[config.mk]
export PLATFORM = sky130hd
export DESIGN_NAME = clk_period_meter
export DESIGN_NICKNAME = d
export VERILOG_FILES = /design/src/rtl/clk_period_meter_pkg.sv /design/src/rtl/sync_edge_det.sv /design/src/rtl/clk_period_meter.sv
export SDC_FILE = /design/constraint.sdc
export NUM_CORES = 1
export LEC_CHECK = 0
export BUFFER_PORTS_ARGS = -buffer_cell sky130_fd_sc_hd__buf_4
export CAP_MARGIN = 20
export CORE_MARGIN = 1
export CORE_UTILIZATION = 63
export CTS_BUF_LIST = sky130_fd_sc_hd__clkbuf_4 sky130_fd_sc_hd__clkbuf_8 sky130_fd_sc_hd__clkbuf_16
export DETAILED_ROUTE_END_ITERATION = 12
export PLACE_DENSITY_LB_ADDON = 0.2
export SLEW_MARGIN = 40
export SYNTH_ARGS = -nofsm -noshare
export SYNTH_HDL_FRONTEND = slang
export SYNTH_HIERARCHICAL = 1
export SYNTH_SLANG_ARGS = --single-unit
[constraint.sdc]
create_clock -name clk_i -period 3.2 [get_ports clk_i]
set_input_delay 0.48 -clock clk_i [delete_from_list [all_inputs] [get_ports clk_i]]
set_output_delay 0.48 -clock clk_i [all_outputs]
set_load 0.05 [all_outputs]
[src/rtl/clk_period_meter_pkg.sv]
// Shared types and defaults for the clock period meter and its companion divider.
package clk_period_meter_pkg;

  typedef enum logic [1:0] {
    StIdle  = 2'd0,
    StArmed = 2'd1,
    StTrack = 2'd2
  } meter_state_e;

  localparam int unsigned DefaultWidth     = 16;
  localparam int unsigned DefaultLockCount = 4;

endpackage

[src/rtl/sync_edge_det.sv]
// Two-flop synchroniser followed by a registered any-edge (rise or fall) pulse.
module sync_edge_det (
  input  logic clk_i,
  input  logic rst_i,
  input  logic d_i,
  output logic edge_o
);

  logic sync1_q, sync2_q, prev_q;

  always_ff @(posedge clk_i) begin
    if (rst_i) begin
      sync1_q <= 1'b0;
      sync2_q <= 1'b0;
      prev_q  <= 1'b0;
      edge_o  <= 1'b0;
    end else begin
      sync1_q <= d_i;
      sync2_q <= sync1_q;
      prev_q  <= sync2_q;
      edge_o  <= sync2_q ^ prev_q;
    end
  end

endmodule

[src/rtl/clk_period_meter.sv]
// Measures the half-period of a slow square wave in clk_i cycles and reports lock/timeout.
// Optional loss counter on loss_cnt_o is built when CLK_METER_LOSS_CNT_EN is defined.
module clk_period_meter
  import clk_period_meter_pkg::*;
#(
  parameter int unsigned WIDTH      = DefaultWidth,
  parameter int unsigned LOCK_COUNT = DefaultLockCount,
  parameter int unsigned MAX_COUNT  = (2 ** WIDTH) - 1
) (
  input  logic             clk_i,
  input  logic             rst_i,
  input  logic             sig_i,
  output logic [WIDTH-1:0] devider_o,
  output logic             meas_valid_o,
  output logic             locked_o,
  output logic             timeout_o
`ifdef CLK_METER_LOSS_CNT_EN
  ,
  output logic [7:0]       loss_cnt_o
`endif
);

  localparam int unsigned MW = (LOCK_COUNT > 2) ? $clog2(LOCK_COUNT) : 1;
  localparam logic [WIDTH-1:0] MaxCnt   = WIDTH'(MAX_COUNT);
  localparam logic [MW-1:0]    MatchMax = MW'(LOCK_COUNT - 1);

  meter_state_e     state_q;
  logic [WIDTH-1:0] cnt_q;
  logic [MW-1:0]    match_q;
  logic             sig_edge;

  logic take_meas, is_match, is_timeout, lock_drop;

  sync_edge_det u_sync_edge_det (
    .clk_i  (clk_i),
    .rst_i  (rst_i),
    .d_i    (sig_i),
    .edge_o (sig_edge)
  );

  // An edge always wins over a simultaneous timeout.
  always_comb begin
    take_meas  = sig_edge && (state_q != StIdle);
    is_match   = take_meas && (state_q == StTrack) && (cnt_q == devider_o);
    is_timeout = !sig_edge && (state_q != StIdle) && (cnt_q == MaxCnt);
    lock_drop  = locked_o && ((take_meas && !is_match) || is_timeout);
  end

  always_ff @(posedge clk_i) begin
    if (rst_i) begin
      state_q      <= StIdle;
      cnt_q        <= '0;
      match_q      <= '0;
      devider_o    <= '0;
      meas_valid_o <= 1'b0;
      locked_o     <= 1'b0;
      timeout_o    <= 1'b0;
    end else begin
      meas_valid_o <= take_meas;
      timeout_o    <= is_timeout;

      if (sig_edge) begin
        cnt_q <= WIDTH'(1);
      end else if (cnt_q != MaxCnt) begin
        cnt_q <= cnt_q + 1'b1;
      end

      case (state_q)
        StIdle: begin
          if (sig_edge) begin
            state_q <= StArmed;
          end
        end
        StArmed, StTrack: begin
          if (take_meas) begin
            state_q <= StTrack;
            if (is_match) begin
              if (match_q != MatchMax) begin
                match_q <= match_q + 1'b1;
              end
              // Lock is judged on the post-increment match count.
              locked_o <= (match_q >= MatchMax - 1'b1);
            end else begin
              devider_o <= cnt_q;
              match_q   <= '0;
              locked_o  <= 1'b0;
            end
          end else if (is_timeout) begin
            state_q  <= StIdle;
            match_q  <= '0;
            locked_o <= 1'b0;
          end
        end
        default: begin
          state_q <= StIdle;
        end
      endcase
    end
  end

`ifdef CLK_METER_LOSS_CNT_EN
  always_ff @(posedge clk_i) begin
    if (rst_i) begin
      loss_cnt_o <= '0;
    end else if (lock_drop && (loss_cnt_o != 8'hff)) begin
      loss_cnt_o <= loss_cnt_o + 1'b1;
    end
  end
`endif

endmodule

Word level (Yosys, flattened, before mapping)
Cells that the tools add are included.
{"block": "op_classes", "add_sub_neg": 2, "multipliers": 0, "div": 0, "n_lt_le_gt_ge": 1, "n_eq_ne": 9, "shifts": 0, "n_mux": 12, "bitwise": 2, "reduce_logical": 16}
{"cell": "$add A16 B1 Y16 const B", "n": 1}
{"cell": "$eq A16 B16 Y1", "n": 1}
{"cell": "$eq A16 B16 Y1 const B", "n": 1}
{"cell": "$ne A16 B16 Y1 const B", "n": 1}
{"cell": "$mux W2", "n": 6}
{"cell": "$reduce_and A3 Y1", "n": 2}
{"cell": "$reduce_bool A2 Y1", "n": 3}
{"cell": "$logic_and A1 B1 Y1", "n": 5}
{"cell": "$mux W1", "n": 5}
{"cell": "$pmux W2 S2", "n": 1}
{"cell": "$reduce_and A2 Y1", "n": 2}
{"cell": "$reduce_or A2 Y1", "n": 2}
{"cell": "$ne A3 B2 Y1 const B", "n": 1}
{"cell": "$ne A3 B3 Y1 const B", "n": 1}
{"cell": "$add A2 B1 Y2 const B", "n": 1}
{"cell": "$eq A2 B1 Y1 const B", "n": 1}
{"cell": "$eq A2 B2 Y1 const B", "n": 1}
{"cell": "$ge A2 B2 Y1 const B", "n": 1}
{"cell": "$logic_not A2 Y1", "n": 1}
{"cell": "$ne A2 B1 Y1 const B", "n": 1}
{"cell": "$ne A2 B2 Y1 const B", "n": 1}
{"cell": "$logic_not A1 Y1", "n": 1}
{"cell": "$not A1 Y1", "n": 1}
{"cell": "$xor A1 B1 Y1", "n": 1}
{"block": "totals", "ff_bits": 43, "latch_bits": 0, "ramBits": 0, "romBits": 0, "input_bits": 3, "out_inout_bits": 19, "elab_cells": 54, "n_memories": 0}

Longest topological paths before layout
{"block": "depth", "depth_word": 6, "mapped_depth": 8, "mapped_depth_nobuf": 7}

Hierarchy
The synthesis kept the hierarchy.
{"mod": "clk_period_meter", "instances": 1, "cells_per_inst": 231, "area_each_um2": 2149.6, "seq_area_each_um2": 780.7}
{"mod": "sync_edge_det", "instances": 1, "cells_per_inst": 9, "area_each_um2": 111.4, "seq_area_each_um2": 80.1}

Worst setup path after synthesis
No wires, ideal clock.
{"block": "synth_path", "path_kind": "reg-to-reg", "startpoint": "register devider_o[10]", "endpoint": "register devider_o[0]", "setup_time_ns": 0.120, "t_arrival_ns": 1.668, "t_required_ns": 3.080, "setup_slack_ns": 1.412, "stages_incl_launch_ff": 7, "path_buffers": 1, "synth_period_minus_slack_ns": 1.788, "cell_sequence": "dfxtp_1 xnor2_1 nand4_1 nor3_4 a21oi_4 buf_6 mux2i_1"}
{"block": "synth_via", "elab_chain_cells": 4}
{"item": "start: declaration", "line_no": "clk_period_meter.sv:13", "text": "output logic [WIDTH-1:0] devider_o,"}
{"item": "start signal: assignment", "line_no": "clk_period_meter.sv:84", "text": "devider_o <= cnt_q;"}
{"item": "$eq A16 B16 Y1", "line_no": "clk_period_meter.sv:44", "text": "is_match = take_meas && (state_q == StTrack) && (cnt_q == devider_o);"}
{"item": "$logic_and A1 B1 Y1", "line_no": "clk_period_meter.sv:44"}
{"item": "$not A1 Y1 (no source line)"}
{"item": "$reduce_and A3 Y1 (no source line)"}
Every way passes these cells.
A chain may end at the register's enable or synchronous reset.

Worst setup path in the final report
{"block": "layout_path", "startpoint": "register cnt_q[0]", "endpoint": "register match_q[1]"}
{"block": "layout_via", "elab_chain_cells": 4, "elab_cells_between_ends": 9, "classes_between": "3 x eq/ne; 2 x mux; 4 x reduce/logical"}
{"item": "start: declaration", "line_no": "clk_period_meter.sv:28", "text": "logic [WIDTH-1:0] cnt_q;"}
{"item": "start signal: assignment", "line_no": "clk_period_meter.sv:65", "text": "cnt_q <= cnt_q + 1'b1;"}
{"item": "$eq A16 B16 Y1 (on tied branches)", "line_no": "clk_period_meter.sv:44, clk_period_meter.sv:45"}
{"item": "$logic_and A1 B1 Y1 (on tied branches)", "line_no": "clk_period_meter.sv:44, clk_period_meter.sv:45"}
{"item": "$ne A3 B2 Y1 (no source line), or another cell as far along"}
{"item": "$reduce_and A3 Y1 (no source line) or $mux W2 (tied branches)"}
{"item": "end signal: assignment", "line_no": "clk_period_meter.sv:79", "text": "match_q <= match_q + 1'b1;"}
{"item": "end: declaration", "line_no": "clk_period_meter.sv:29", "text": "logic [MW-1:0] match_q;"}
Parallel ways exist; a longest one is shown, timed or not.

==> qor.txt <==
area grow syn2layout -> 8.910%
portion of total power attributed to sequential cells -> 0.583
outcome -> finished, final reports clean
portion of total power attributed to the clock network -> 0.368
number of buffers on the longest clock path -> 2
internal portion of total power -> 0.7268 mW
fin crit period -> 2.042 ns
relative contribution of combinational cells to total power -> 0.049
initial core utilization -> 0.6670
clock transition time at the flip-flop clock pins of the worst setup and hold paths -> 0.13 ns
post-synthesis instance total -> 240
number of inserted diodes -> 0
Worst Setup SP -> cnt_q[0]
fraction of layout cells with a size suffix above 1 -> 0.1758
Max Fclk -> 489.7 MHz
post-detail-place hpwl -> 2911 µm
final global-route overflow total -> 0
Worst Path Class, Setup -> reg2reg
RR Startpoint -> cnt_q[0]
Post-Synthesis Net Count -> 249
antenna violations before repair -> 0
number of unique standard cell types used by synthesis -> 40
endpoint arrival time on the critical path -> 2.30 ns
total power -> 0.9448 mW
net switching component of the power -> 0.2179 mW
die outline area -> 3832 µm²
Final Wtd Congestion -> 0.8129
combined area of the multi-input logic cells -> 1286 µm²
RSZ-0062 raised after global routing -> no
Syn. warnings -> 6
via count of the routed design -> 1624
P per Cell Area -> 383.7 nW/µm²
critical path data required time -> 3.46 ns
via count of the first global-routing pass -> 1361
sequential cell area -> 860.8 µm²
switching part of the total power -> 0.2307
first-pass iteration count of the detailed router -> 4
setup bufs post-CTS -> 0
synthesized cell area -> 2261 µm²
leakage power total -> 0.8350 nW
remaining routing DRC violations -> 0
post-synthesis register bit count -> 43
beginning of the worst hold path -> sig_i
IR Drop Worst-Case VDD -> 0.2734 mV
Layout Skew -> 0.01287 ns
commonest cells after routing, fill and taps aside -> sky130_fd_sc_hd__dfxtp_1, sky130_fd_sc_hd__nand2b_1, sky130_fd_sc_hd__xnor2_1
top_reg_cell synth -> sky130_fd_sc_hd__dfxtp_1
Layout fillers -> 270
final hold slack -> 0.3327 ns
final core utilization -> 0.7265
sort of element at the end of the critical path -> register
number of nets at the end of the flow -> 264
EDFF count, synth -> 0
# clock sinks -> 43
Hold Path Class -> in2reg
TritonCTS clock tree -> built
number of pins exceeding their max-slew limit in the final report -> 0
maximum number of pins on one net before global-route repair -> 48
via-per-instance ratio -> 5.377
max-capacitance violation count -> 0
iteration-0 DRC count of the detailed router -> 119
most common library cell in the layout ignoring fill and taps -> sky130_fd_sc_hd__dfxtp_1
Slew HR -> 0.5390
fraction of registers with async set/reset -> 0
Setup crit start kind -> register
chip width -> 61.91 µm
overall global routing resource usage -> 0.2302
setup tns final -> 0 ns
ANT nets after route -> 0
final hold violations -> 0
final wirelength -> 4045 µm
Num CTS Buffers -> 5
Clock Root Buffer -> sky130_fd_sc_hd__clkbuf_4
actual slew at the worst max-slew pin -> 0.6899 ns
PostCTS Resize Cnt -> 0
number of standard-cell rows in the floorplan -> 21
deepest level of the CTS H-tree -> 2
Routed WL per cell -> 13.39 µm
number of top-level pins -> 22
largest fanout of any net on the critical path -> 13
final setup vio count -> 0
Chip Height -> 61.91 µm
sequential cell area fraction in the yosys report -> 0.3807
Port Buf Inserts -> 21
fraction of the cycle the final worst path needs -> 0.6381
hold buffer count at cts -> 0
clock latency reported for the late side of the worst-skew pair -> 0.36 ns
average instance area after synthesis -> 9.420 µm²
Core Region -> 3390 µm²
global-route wire length before repair -> 6299 µm
## layout make-up
class | instances | area share
Multi-Input combinational cell | 179 | 0.5224
Inverter | 5 | 0.007622
Tap cell | 46 | 0.02337
Clock inverter | 3 | 0.01778
Sequential cell | 43 | 0.3496
Timing Repair Buffer | 21 | 0.06402
Clock buffer | 5 | 0.01524
## critical path, stage by stage, from the launching register on
cell and delay (ns):
sky130_fd_sc_hd__dfxtp_1 0.53, sky130_fd_sc_hd__ha_1 0.25, sky130_fd_sc_hd__and4_1 0.30, sky130_fd_sc_hd__and4_4 0.34, sky130_fd_sc_hd__o21ai_0 0.19, sky130_fd_sc_hd__a22oi_1 0.24
sky130_fd_sc_hd__a21oi_1 0.08
## power by group through the flow
stage                     combinational, mW  sequential (mW)  clock (mW)
after CTS                            0.0468            0.551       0.358
after floorplan                      0.0409            0.559           0
after global routing                 0.0522            0.552       0.380
after detailed placement             0.0466            0.563           0
after global placement               0.0458            0.562           0
final                                0.0466            0.551       0.348
## kinds of logic after synthesis
logic type / after synthesis / share of synthesized area
AOI/OAI and AO/OA: 20 / 0.05978
xor gates and xnor gates: 29 / 0.1157
adders and majority gates: 6 / 0.03320
buffers and inverters: 18 / 0.05036
DFF: 43 / 0.3807
muxes: 16 / 0.07083
and+or+nand+nor: 108 / 0.2894
## sequential cells by signal, indices dropped and copies added (netlist names), 2 cells and up
name / flops
cnt_q: 16
devider_o: 16
state_q: 2
match_q: 2
## metrics by stage
stage / setup WS [ns] / cells / cell area (µm²)
after floorplan: 1.412 / 240 / 2261
after global placement: 1.283 / 294 / 2381
after detailed placement: 1.184 / 294 / 2381
after CTS: 1.169 / 302 / 2462
after global routing: 1.001 / 302 / 2462
final: 1.158 / 302 / 2462
## cell usage after synthesis, types with 2 or more instances
master                     number  area share
sky130_fd_sc_hd__dfxtp_1       43        0.38
sky130_fd_sc_hd__nand2b_1      30       0.083
sky130_fd_sc_hd__xnor2_1       23       0.089
sky130_fd_sc_hd__mux2i_1       16       0.071
sky130_fd_sc_hd__nor2_1        16       0.027
sky130_fd_sc_hd__nand2_1       13       0.022
sky130_fd_sc_hd__a21oi_1        8       0.018
sky130_fd_sc_hd__nand4_1        8       0.022
sky130_fd_sc_hd__nor3_1         8       0.018
sky130_fd_sc_hd__buf_6          6       0.030
sky130_fd_sc_hd__clkbuf_1       6       0.010
sky130_fd_sc_hd__ha_1           6       0.033
sky130_fd_sc_hd__inv_1          5      0.0083
sky130_fd_sc_hd__nand3_1        5       0.011
sky130_fd_sc_hd__o21ai_0        5       0.011
sky130_fd_sc_hd__xor2_1         5       0.019
sky130_fd_sc_hd__nor2b_1        4       0.011
sky130_fd_sc_hd__and4_4         3       0.015
sky130_fd_sc_hd__nor4_2         3       0.017
sky130_fd_sc_hd__or3_1          3      0.0083
sky130_fd_sc_hd__and3_1         2      0.0055
sky130_fd_sc_hd__nand3_2        2      0.0089
sky130_fd_sc_hd__or2_2          2      0.0055
sky130_fd_sc_hd__or2b_1         2      0.0066
## per-layer routing
| metal | share of wire | track usage |
|---|---|---|
| met5 | 0 | 0 |
| met4 | 0.018 | 0.08571 |
| met3 | 0.042 | 0.04348 |
| met2 | 0.46 | 0.3564 |
| met1 | 0.48 | 0.3196 |
## worst paths after layout
kind,end,slack [ns],depth (start not counted)
min,u_sync_edge_det/sync1_q,0.33,2
min reg2reg,u_sync_edge_det/sync2_q,0.46,1
max reg2reg,match_q[1],1.16,6
max,match_q[1],1.16,6
Power figures use the tool's default switching activity.
